### src/rtl/ifetch_unit.sv
// Instruction fetcher: PC, direct-mapped icache with whole-line refill, and next-PC prediction.
// Optional IFETCH_BHT_EN adds a 2-bit-counter branch history table for conditional branches.
module ifetch_unit #(
  parameter int unsigned ICACHE_LINES = 16,
  parameter int unsigned LINE_WORDS   = 4,
  parameter int unsigned BHT_SIZE     = 64,
  parameter logic [31:0] RESET_PC     = 32'h0
) (
  input  logic                     clk,
  input  logic                     rst,
  input  logic                     rdy,
  input  logic                     rollback,
  input  logic [31:0]              rollback_pc,
  input  logic                     stall,
  output logic                     if_inst_rdy,
  output logic [31:0]              if_inst,
  output logic [31:0]              if_inst_pc,
  output logic                     if_inst_pred_jump,
  output logic                     mc_en,
  output logic [31:0]              mc_addr,
  input  logic                     mc_done,
  input  logic [32*LINE_WORDS-1:0] mc_data,
  input  logic                     br_update,
  input  logic [31:0]              br_pc,
  input  logic                     br_taken
);

  localparam int unsigned OFF  = $clog2(LINE_WORDS) + 2;
  localparam int unsigned IDXW = $clog2(ICACHE_LINES);
  localparam int unsigned TAGW = 32 - OFF - IDXW;
  localparam int unsigned WSW  = OFF - 2;

  localparam logic [6:0] OP_JAL    = 7'b1101111;
  localparam logic [6:0] OP_BRANCH = 7'b1100011;

  typedef enum logic {S_IDLE, S_WAIT} state_e;

  state_e      state_q, state_d;
  logic [31:0] pc_q, pc_d;
  logic        inst_rdy_q, inst_rdy_d;
  logic [31:0] inst_q, inst_d;
  logic [31:0] inst_pc_q, inst_pc_d;
  logic        pred_q, pred_d;
  logic        mc_en_q, mc_en_d;
  logic [31:0] mc_addr_q, mc_addr_d;

  logic [ICACHE_LINES-1:0]      valid_q;
  logic [TAGW-1:0]              tag_q  [ICACHE_LINES];
  logic [LINE_WORDS-1:0][31:0]  line_q [ICACHE_LINES];

  logic [IDXW-1:0] idx_c, fill_idx_c;
  logic [TAGW-1:0] tag_c, fill_tag_c;
  logic [WSW-1:0]  wsel_c;
  logic            hit_c, fill_c;
  logic [31:0]     word_c, jimm_c, bimm_c, next_pc_c;
  logic            pred_taken_c, pred_jump_c;
  logic            unused_c;

  assign if_inst_rdy       = inst_rdy_q;
  assign if_inst           = inst_q;
  assign if_inst_pc        = inst_pc_q;
  assign if_inst_pred_jump = pred_q;
  assign mc_en             = mc_en_q;
  assign mc_addr           = mc_addr_q;

  // Lookup on the current PC; fills always target the latched refill address.
  assign idx_c      = pc_q[OFF +: IDXW];
  assign tag_c      = pc_q[31 -: TAGW];
  assign wsel_c     = pc_q[OFF-1:2];
  assign hit_c      = valid_q[idx_c] && (tag_q[idx_c] == tag_c);
  assign word_c     = line_q[idx_c][wsel_c];
  assign fill_idx_c = mc_addr_q[OFF +: IDXW];
  assign fill_tag_c = mc_addr_q[31 -: TAGW];
  assign fill_c     = (state_q == S_WAIT) && mc_done;

  assign jimm_c = {{12{word_c[31]}}, word_c[19:12], word_c[20], word_c[30:21], 1'b0};
  assign bimm_c = {{20{word_c[31]}}, word_c[7], word_c[30:25], word_c[11:8], 1'b0};

`ifdef IFETCH_BHT_EN
  localparam int unsigned BHTW = $clog2(BHT_SIZE);

  logic [1:0]      bht_q [BHT_SIZE];
  logic [BHTW-1:0] bht_upd_idx_c;

  assign bht_upd_idx_c = br_pc[BHTW+1:2];
  assign pred_taken_c  = bht_q[pc_q[BHTW+1:2]][1];
  assign unused_c      = ^{br_pc, pc_q[1:0], mc_addr_q[OFF-1:0]};

  // Saturating counters; a same-cycle lookup sees the pre-update value.
  always_ff @(posedge clk) begin
    if (!rst) begin
      for (int unsigned i = 0; i < BHT_SIZE; i++) begin
        bht_q[BHTW'(i)] <= 2'b01;
      end
    end else if (rdy && br_update) begin
      if (br_taken && (bht_q[bht_upd_idx_c] != 2'b11)) begin
        bht_q[bht_upd_idx_c] <= bht_q[bht_upd_idx_c] + 2'b01;
      end else if (!br_taken && (bht_q[bht_upd_idx_c] != 2'b00)) begin
        bht_q[bht_upd_idx_c] <= bht_q[bht_upd_idx_c] - 2'b01;
      end
    end
  end
`else
  assign pred_taken_c = 1'b0;
  assign unused_c     = ^{br_update, br_taken, br_pc, pc_q[1:0], mc_addr_q[OFF-1:0], 32'(BHT_SIZE)};
`endif

  // Next-PC prediction: JAL always taken, branches per predictor, JALR never.
  always_comb begin
    next_pc_c   = pc_q + 32'd4;
    pred_jump_c = 1'b0;
    if (word_c[6:0] == OP_JAL) begin
      next_pc_c   = pc_q + jimm_c;
      pred_jump_c = 1'b1;
    end else if ((word_c[6:0] == OP_BRANCH) && pred_taken_c) begin
      next_pc_c   = pc_q + bimm_c;
      pred_jump_c = 1'b1;
    end
  end

  always_comb begin
    state_d    = state_q;
    pc_d       = pc_q;
    inst_rdy_d = 1'b0;
    inst_d     = inst_q;
    inst_pc_d  = inst_pc_q;
    pred_d     = pred_q;
    mc_en_d    = mc_en_q;
    mc_addr_d  = mc_addr_q;
    unique case (state_q)
      S_IDLE: begin
        if (rollback) begin
          pc_d = rollback_pc;
        end else if (!hit_c) begin
          mc_en_d   = 1'b1;
          mc_addr_d = {pc_q[31:OFF], {OFF{1'b0}}};
          state_d   = S_WAIT;
        end else if (!stall) begin
          inst_rdy_d = 1'b1;
          inst_d     = word_c;
          inst_pc_d  = pc_q;
          pred_d     = pred_jump_c;
          pc_d       = next_pc_c;
        end
      end
      S_WAIT: begin
        // A rollback only redirects the PC; the outstanding fill always completes.
        if (rollback) begin
          pc_d = rollback_pc;
        end
        if (mc_done) begin
          mc_en_d = 1'b0;
          state_d = S_IDLE;
        end
      end
      default: state_d = S_IDLE;
    endcase
  end

  always_ff @(posedge clk) begin
    if (!rst) begin
      state_q    <= S_IDLE;
      pc_q       <= RESET_PC;
      inst_rdy_q <= 1'b0;
      inst_q     <= 32'h0;
      inst_pc_q  <= 32'h0;
      pred_q     <= 1'b0;
      mc_en_q    <= 1'b0;
      mc_addr_q  <= 32'h0;
      valid_q    <= '0;
    end else if (rdy) begin
      state_q    <= state_d;
      pc_q       <= pc_d;
      inst_rdy_q <= inst_rdy_d;
      inst_q     <= inst_d;
      inst_pc_q  <= inst_pc_d;
      pred_q     <= pred_d;
      mc_en_q    <= mc_en_d;
      mc_addr_q  <= mc_addr_d;
      if (fill_c) begin
        valid_q[fill_idx_c] <= 1'b1;
      end
    end
  end

  // Tag and data arrays need no reset; valid bits guard them.
  always_ff @(posedge clk) begin
    if (rdy && fill_c) begin
      tag_q[fill_idx_c]  <= fill_tag_c;
      line_q[fill_idx_c] <= mc_data;
    end
  end

endmodule
### config.mk
export PLATFORM = sky130hd
export DESIGN_NAME = ifetch_unit
export DESIGN_NICKNAME = d
export VERILOG_FILES = /design/src/rtl/ifetch_unit.sv
export SDC_FILE = /design/constraint.sdc
export NUM_CORES = 2
export LEC_CHECK = 0
export ABC_AREA = 1
export CAP_MARGIN = 20
export CELL_PAD_IN_SITES_DETAIL_PLACEMENT = 0
export CELL_PAD_IN_SITES_GLOBAL_PLACEMENT = 1
export CORE_ASPECT_RATIO = 0.6
export CORE_MARGIN = 1.5
export CORE_UTILIZATION = 56
export CTS_BUF_LIST = sky130_fd_sc_hd__clkbuf_8
export CTS_CLUSTER_SIZE = 20
export DETAILED_ROUTE_END_ITERATION = 7
export PLACE_DENSITY = 0.9
export SYNTH_ARGS = -nofsm -noshare
export SYNTH_HDL_FRONTEND = slang
export SYNTH_SLANG_ARGS = --single-unit
### constraint.sdc
create_clock -name clk -period 16.66 [get_ports clk]
set_input_delay 3.332 -clock clk [delete_from_list [all_inputs] [get_ports clk]]
set_output_delay 3.332 -clock clk [all_outputs]
set_load 0.05 [all_outputs]
==> flow_metrics.py <==
metrics = {
    "synthesis": {
        "yosysSeqAreaShare": 0.726,
        "synth_top_area_share": 0.698,
        "synth_cells": 8874,
        "async_flop_share": 0,
        "synth_top_area_cell": "edfxtp_1",
        "syn_avg_cell_area_sq_um": 11.8,
        "synth_edf_count": 2432,
        "synthesis.area_sq_mm": 0.105,
        "synth-seq-cells": 2580,
        "synth_ff_type": "edfxtp_1",
        "yosys-top-cells-area": "edfxtp_1 (70%), o21ai_0 (5.3%), nor2_1 (5.1%), nand2_1 (5.0%), nand3_1 (3.7%)",
        "yosysWarnings": 0,
        "synth_cell_type_count": 45,
    },
    "grt": {
        "grt_usage": 0.319,
        "grt_max_degree": 230,
        "grt_pass1_wl_um": 447000,
        "antenna_found_initial": 36,
        "grt_pass1_vias": 69100,
        "gr-total-overflow": 0,
    },
    "final_layout": {
        "drive_gt1_frac": 0.0673,
        "final_nets": 9287,
        "final_cell_mix": "edfxtp_1 (2,432), nor2_1 (1,405), nand2_1 (1,391), o21ai_0 (1,118), nand3_1 (772)",
        "layout_commonest_cell": "edfxtp_1",
        "area_growth_pct": 10.7,
        "fillCellCount": 13900,
    },
    "sta": {
        "period_share": 0.475,
        "min_period_ns": 7.92,
        "holdWs_ns": 0.470,
        "clock_skew_ns": 0.0604,
        "clock.fmax_ghz": 0.126,
        "final.setup.tns_ns": 0,
        "finalSetupViolations": 0,
        "rsz0062_at_grt": "no",
        "slew_headroom": 0.103,
        "finalMaxSlewViolations": 0,
        "finalHoldViolations": 0,
        "tightest_slew_ns": 1.35,
    },
    "critical_path": {
        "worstPathRequired_ns": 17.55,
        "worst_setup_path_end_kind": "flip-flop",
        "regToRegEndpoint": "pc_q[23]",
        "critical_path_arrival_ns": 8.80,
        "r2r_slack_ns": 8.74,
        "crit_type": "flip-flop to flip-flop",
        "path_max_fanout": 204,
        "start_kind": "flip-flop",
        "reg2reg_depth": 22,
    },
    "power_and_ir_drop": {
        "power.share.clock": 0.350,
        "p_comb_frac": 0.109,
        "switchingPower_mw": 3.48,
        "powerDensity_mw_per_mm2": 114,
        "intPower_mw": 9.72,
        "p_seq_frac": 0.541,
        "peakVddDrop_mv": 0.0694,
        "switching_share": 0.264,
        "power_leakage_nw": 40.4,
    },
    "route": {
        "route.vias.total": 73200,
        "ant_nets": 0,
        "drt-pass1-iter-count": 5,
        "wire_per_inst_um": 25.9,
        "viasPerCell": 6.19,
        "routed_wirelength_um": 306000,
        "drc": 0,
        "drtIter0Drc": 11000,
    },
    "clock_network": {
        "post_cts_buffers": 0,
        "cts_max_path_buffers": 4,
        "numCtsBuffers": 367,
        "htreeDepth": 5,
        "cts_hold_buf": 0,
        "numClockSinks": 2580,
        "cts-root-buf": "clkbuf_8",
        "cts_resized": 0,
        "path_clk_slew_ns": 0.07,
        "tritoncts": "built",
        "insertion_delay_ns": 0.97,
    },
    "floorplanning": {
        "dieArea_sq_mm": 0.190,
        "ios": 299,
        "die_w_um": 561,
        "die_h_um": 338,
        "coreArea_sq_mm": 0.185,
        "initial_core_util": 0.566,
        "std_cell_rows": 122,
    },
    "placed_design": {
        "dpl.hpwl_um": 165000,
        "gp_congestion": 0.954,
        "port_buffers": 260,
    },
    "job": {
        "cap_violations": 0,
    },
    "hold_path": {
        "worstHoldEndpoint": "valid_q[0]",
        "min-delay-start": "valid_q[0]",
        "holdPathStages": 2,
        "min_path_type": "flip-flop to flip-flop",
    },
    "status": {
        "status": "finished, final reports clean",
    },
}
flip-flops by register name, summed over array words and instances, names as in the netlist, named ones only:
signal             count
line_q              2048
state_q                1
mc_en                  1
pc_q                  32
if_inst               32
tag_q                384
if_inst_pc            32
valid_q               16
mc_addr               28
if_inst_rdy            1
if_inst_pred_jump      1
kinds of logic after synthesis:
| kind of cell | synth area share |
|---|---|
| AO/OA/AOI/OAI | 0.0937 |
| XOR/XNOR | 0.00427 |
| adder cells (fa/ha/maj) | 0.00390 |
| buffers and inverters | 0.0305 |
| flip-flops | 0.726 |
| other | 0.0000358 |
| AND/OR/NAND/NOR | 0.142 |
metrics by stage:
stage	area, sq um	power, mW	instances	utilization	worst slack, ns
final	116000	13.2	11800	0.626	8.74
after global routing	116000	13.6	11800	0.626	8.22
after CTS	116000	13.2	11800	0.626	8.83
after detailed placement	109000	8.68	11200	0.591	8.58
after global placement	109000	8.65	11200	0.590	8.56
after floorplan	105000	8.12	8877	-	5.74
power groups by stage:
stage | logic, mW | registers [mW] | clock network, mW
floorplan | 0.854 | 7.26 | 0
global placement | 1.36 | 7.28 | 0
detailed placement | 1.39 | 7.29 | 0
CTS | 1.40 | 7.15 | 4.65
global route | 1.55 | 7.15 | 4.93
finish | 1.44 | 7.15 | 4.62
Yosys cell counts (all sizes together) (9+ instances only):
master / instances
a21oi: 108
buf: 254
clkbuf: 337
dfxtp: 148
edfxtp: 2432
ha: 31
inv: 164
nand2: 1392
nand3: 774
nand4: 18
nor2: 1423
nor3: 23
o211ai: 29
o21ai: 1146
o22ai: 471
o32ai: 14
or2: 13
xnor2: 9
xor2: 42
critical path, cell delays in order, from the launching register on:
cell and delay (ns):
dfxtp_4 0.55, inv_8 0.66, buf_12 0.64, buf_12 0.72, o21ai_0 0.20, o22ai_1 0.18
o21ai_0 0.10, o22ai_1 0.58, nor2_1 0.09, o22ai_1 0.73, ha_1 0.33, inv_1 0.07
fa_1 0.40, o21ai_0 0.33, a21oi_1 0.24, o21ai_0 0.56, a21oi_1 0.21, o21ai_0 0.35
xor2_1 0.18, nor2_1 0.05, nor2_1 0.14, nor2_1 0.07, nor2_1 0.09
routing by layer:
metal / global-route usage / vias up / wire length [um]
met5: 0 / - / 186
met4: 0.106 / 28 / 8920
met3: 0.0714 / 610 / 39800
met2: 0.471 / 4792 / 134000
met1: 0.472 / 35500 / 123000
li1: - / 32300 / -
cell type report:
| cell class | count | area [sq um] | share of cell area |
|---|---|---|---|
| sequential | 2580 | 76000 | 0.656 |
| multi-input combinational | 5538 | 25600 | 0.221 |
| clock buffer | 375 | 5160 | 0.0445 |
| timing repair buffer | 400 | 3880 | 0.0335 |
| tap | 2480 | 3100 | 0.0268 |
| clock inverter | 262 | 1380 | 0.0119 |
| inverter | 168 | 661 | 0.00570 |
| antenna | 17 | 42.5 | 0.000367 |
how the worst max path moves through the flow:
stage / start / end / slack [ns] / depth (start not counted)
finish: flip-flop / pc_q[23] / 8.74 / 22
global route: flip-flop / pc_q[21] / 8.22 / 27
CTS: flip-flop / pc_q[23] / 8.83 / 22
detailed placement: rollback / line_q[13][6] / 8.58 / 11
global placement: rollback / line_q[13][6] / 8.56 / 11
floorplan: rollback / line_q[4][0] / 5.74 / 7
(Power assumes the default switching activity.)
